`config.mk`:
```
export PLATFORM = sky130hd
export DESIGN_NAME = shift_mul_ctrl
export DESIGN_NICKNAME = d
export VERILOG_FILES = /design/src/rtl/shift_mul_ctrl.sv
export SDC_FILE = /design/constraint.sdc
export NUM_CORES = 1
export LEC_CHECK = 0
export CAP_MARGIN = 20
export CELL_PAD_IN_SITES_DETAIL_PLACEMENT = 1
export CELL_PAD_IN_SITES_GLOBAL_PLACEMENT = 2
export CORE_MARGIN = 1
export CORE_UTILIZATION = 36
export CTS_CLUSTER_SIZE = 14
export DETAILED_ROUTE_END_ITERATION = 16
export PLACE_DENSITY_LB_ADDON = 0.3
export SETUP_SLACK_MARGIN = 0.2
export SYNTH_ARGS = -nofsm -noshare
export SYNTH_HDL_FRONTEND = slang
export SYNTH_SLANG_ARGS = --single-unit
export TNS_END_PERCENT = 100
```
`constraint.sdc`:
```
create_clock -name clk -period 4.8 [get_ports clk]
set_input_delay 0.48 -clock clk [delete_from_list [all_inputs] [get_ports clk]]
set_output_delay 0.48 -clock clk [all_outputs]
set_load 0.1 [all_outputs]
```
`src/rtl/shift_mul_ctrl.sv`:
```
// Sequential shift-and-add multiplier controller: one multiplier bit per cycle,
// returns the product modulo 2^size and an exact overflow flag.
module shift_mul_ctrl #(
  parameter int size       = 32,
  parameter int cnt_bits   = 6,
  parameter bit early_exit = 1'b0
) (
  input  logic            clk,
  input  logic            r,
  input  logic            start,
  input  logic [size-1:0] a,
  input  logic [size-1:0] b,
  output logic            busy,
  output logic            done,
  output logic [size-1:0] p,
  output logic            ovf
);

  typedef enum logic [1:0] {IDLE, RUN, DONE} state_t;

  localparam logic [cnt_bits-1:0] LAST_CNT = cnt_bits'(size - 1);

  state_t              state_reg;
  logic [size-1:0]     mcand_reg;
  logic [size-1:0]     mplier_reg;
  logic [size-1:0]     acc_reg;
  logic [cnt_bits-1:0] cnt_reg;
  logic                lost_reg;
  logic                carry_seen_reg;

  logic [size:0]       sum;
  logic [size-1:0]     acc_next;
  logic                carry_seen_next;
  logic                last_step;

  // A partial product overflows either through a carry out of the adder or
  // because its multiplicand already had a set bit shifted off the top.
  always_comb begin
    sum             = {1'b0, acc_reg} + {1'b0, mcand_reg};
    acc_next        = acc_reg;
    carry_seen_next = carry_seen_reg;
    if (mplier_reg[0]) begin
      acc_next        = sum[size-1:0];
      carry_seen_next = carry_seen_reg | sum[size] | lost_reg;
    end
    last_step = (cnt_reg == LAST_CNT) || (early_exit && ((mplier_reg >> 1) == '0));
  end

  always_ff @(posedge clk) begin
    if (r) begin
      state_reg      <= IDLE;
      mcand_reg      <= '0;
      mplier_reg     <= '0;
      acc_reg        <= '0;
      cnt_reg        <= '0;
      lost_reg       <= 1'b0;
      carry_seen_reg <= 1'b0;
      busy           <= 1'b0;
      done           <= 1'b0;
      p              <= '0;
      ovf            <= 1'b0;
    end else begin
      case (state_reg)
        IDLE: begin
          if (start) begin
            state_reg      <= RUN;
            mcand_reg      <= a;
            mplier_reg     <= b;
            acc_reg        <= '0;
            cnt_reg        <= '0;
            lost_reg       <= 1'b0;
            carry_seen_reg <= 1'b0;
            busy           <= 1'b1;
          end
        end
        RUN: begin
          acc_reg        <= acc_next;
          carry_seen_reg <= carry_seen_next;
          lost_reg       <= lost_reg | mcand_reg[size-1];
          mcand_reg      <= mcand_reg << 1;
          mplier_reg     <= mplier_reg >> 1;
          cnt_reg        <= cnt_reg + 1'b1;
          if (last_step) begin
            state_reg <= DONE;
            done      <= 1'b1;
            p         <= acc_next;
            ovf       <= carry_seen_next;
          end
        end
        DONE: begin
          state_reg <= IDLE;
          done      <= 1'b0;
          busy      <= 1'b0;
        end
        default: begin
          state_reg <= IDLE;
          done      <= 1'b0;
          busy      <= 1'b0;
        end
      endcase
    end
  end

endmodule

```
==> qor.csv <==
metric,value,unit
unrepaired setup endpoints after global routing,no,
pwr dens,337,nW/µm²
setup tns final,0,ns
Tot GR Track Use,24.7,%
FMAX,350,MHz
Total Nets Final,1073,
first-pass GRT wire length,42.1,mm
yosys warns,0,
Fin. Hold Viols,0,
total clock sinks,141,
HP Class,in2reg,
post-synthesis simple-gate area fraction,17.1,%
worst skew pair latency,0.43,ns
#FFs+latches synth,141,
CP endpoint kind,register,
Clock Tree Root,clkbuf_16,
Util after Layout,45.9,%
# fillers,2437,
Worst Path Max Fanout,5,
worst vdd ir,0.224,mV
remaining global-route overflow,0,
register area,2830,µm²
Iter 0 DRT Violations,411,
Ports,102,
synthesized instance count,909,
Cells after DPL,1223,
worst-case clock buffer depth,2,
worst relative slew slack,31.4,%
crit share post-route,59.5,%
critical path startpoint category,register,
sequential-to-total area share from yosys stat,36.9,%
crit-path most repeated cell,a21oi_1,
# DRC,0,
Synth cell types,67,
via/cell ratio,5.80,
mapped cell area,7650,µm²
vias in the first global route,7476,
TritonCTS Buffers,17,
initial antenna violation count,0,
CTS tree,built,
PortBufs,101,
Post-synth top flop,dfxtp_1,
pre-CTS WS,2.02,ns
RePlAce Congestion,0.848,
post-synthesis mux area share,0.932,%
Post-synth EDFFs,0,
CP max stage cell,fa_1,
Post-CTS Setup Bufs,0,
Async SR Flop Fraction,0,%
Syn Area/Cell,8.42,µm²
die area,21800,µm²
Die H,148,µm
Worst Skew,0.0128,ns
Post-DP HPWL,18.0,mm
Post-DP Area,8840,µm²
Final WS setup,1.94,ns
Max Cap Viol,0,
ant diodes,0,
"CTS clk-pin slew, worst paths",0.06,ns
largest family of logic cells by synthesized area,compound AO/OA/AOI/OAI gates,
Synth Area in XOR/XNOR,2.75,%
final setup fails,0,
critical path type,reg2reg,
WL final,26.0,mm
"non-filler cells, final",1255,
min cycle time layout,2.86,ns
WP data required,5.11,ns
wire per inst,20.7,µm
vias,7284,
Core Box Area,20600,µm²
post-synthesis compound-gate area fraction,32.5,%
status,finished clean,
CP arrival,3.17,ns
Final Max Tran Viols,0,
layout cells sized above 1,11.0,%
Starting Density,37.2,%
H-Tree Depth,4,
ANT nets after route,0,
Area Overhead vs Synth,23.3,%
CTS hold repair buffers,0,
Worst path max stage delay,0.44,ns
adder-cell share of the synthesized area,5.66,%
Finished Cell Area,9440,µm²
post-cts gate resize count,0,
1st-pass router iterations,5,
die width,148,µm
Least-Margin Pin Slew,1.03,ns
Syn Nets,1010,
pin count of the biggest net entering global routing,53,
worst-path cell chain,ha_1 > fa_1 > a21o_1 > a31o_2 > a21oi_1 > o21bai_1 > a21oi_1 > xor2_1 > a2111oi_1,
num rows,52,
multi-input logic area,4510,µm²
leakage,3.75,nW
==> Yosys cell counts, drive strengths merged, types with 12 or more instances <==
cell type	n	area, µm²
dfxtp	141	2820
nand2	108	408
nor2	97	367
a21oi	61	305
o21ai	60	300
clkbuf	52	198
a2bb2oi	44	385
o221a	44	495
ha	33	413
buf	22	98.8
nor3	19	95.1
a22oi	18	135
nand3	18	100
a21o	15	113
xor2	14	123
a211oi	13	115
nand4	12	75.1
==> where the power goes <==
part,internal (mW),leakage (nW),switching (mW)
Sequential,1.24,1.15,0.0613
Clock,0.817,0.282,0.550
Combinational,0.225,2.32,0.286
==> worst max-delay path: cells and delay by family, from the launching register on <==
family / cells / cell delay (ns)
AOI/OAI and AO/OA: 6 / 1.62
xor gates and xnor gates: 1 / 0.13
adders and majority gates: 2 / 0.67
DFF: 1 / 0.33
==> routing by layer <==
layer | wire (µm) | part of all wire (%) | up-vias | GRT usage [%]
li1 | - | - | 3540 | -
met1 | 12500 | 48 | 3585 | 32.7
met2 | 12300 | 47 | 139 | 42.0
met3 | 851 | 3.3 | 20 | 3.58
met4 | 299 | 1.1 | 0 | 5.98
met5 | 0 | 0 | - | 0
==> stage by stage <==
stage          hold slack [ns]  power (mW)
6_report                 0.386        3.18
5_1_grt                  0.407        3.30
3_5_place_dp             0.439        1.83
3_3_place_gp             0.430        1.83
2_1_floorplan            0.417        1.64
4_1_cts                  0.365        3.20
==> layout make-up <==
type	instances	share of cell area [%]
clock buffers	18	4.55
clock inverters	14	1.80
inverters	8	0.318
multi-input cells	686	47.8
flip-flops and latches	141	29.9
well taps	270	3.58
repair buffers	118	12.0
==> final timing paths <==
| check | start | end | slack (ns) | cells after the start |
|---|---|---|---|---|
| setup / recovery | mcand_reg[0] | p[18] | 1.94 | 9 |
| hold / removal | r | cnt_reg[3] | 0.39 | 2 |
| setup reg to reg | mcand_reg[0] | p[18] | 1.94 | 9 |
| hold reg to reg | mplier_reg[26] | mplier_reg[25] | 0.44 | 2 |
==> cell usage in the layout, fill, tap and decap left out, types with 19 or more instances in the layout <==
master and instances:
nand2_1 107, a21oi_1 60, clkdlybuf4s50_1 99, o21ai_0 59, a2bb2oi_1 44, nor3_1 19, o221a_2 44, ha_1 33
nor2_1 96, dfxtp_1 139
==> cells by family after synthesis <==
family	count (synthesis)
AOI/OAI and AO/OA	330
xor gates and xnor gates	24
adders and majority gates	34
buffers and inverters	82
DFF	141
muxes	7
and+or+nand+nor	291
No activity file was read; power rests on OpenSTA's default activity.
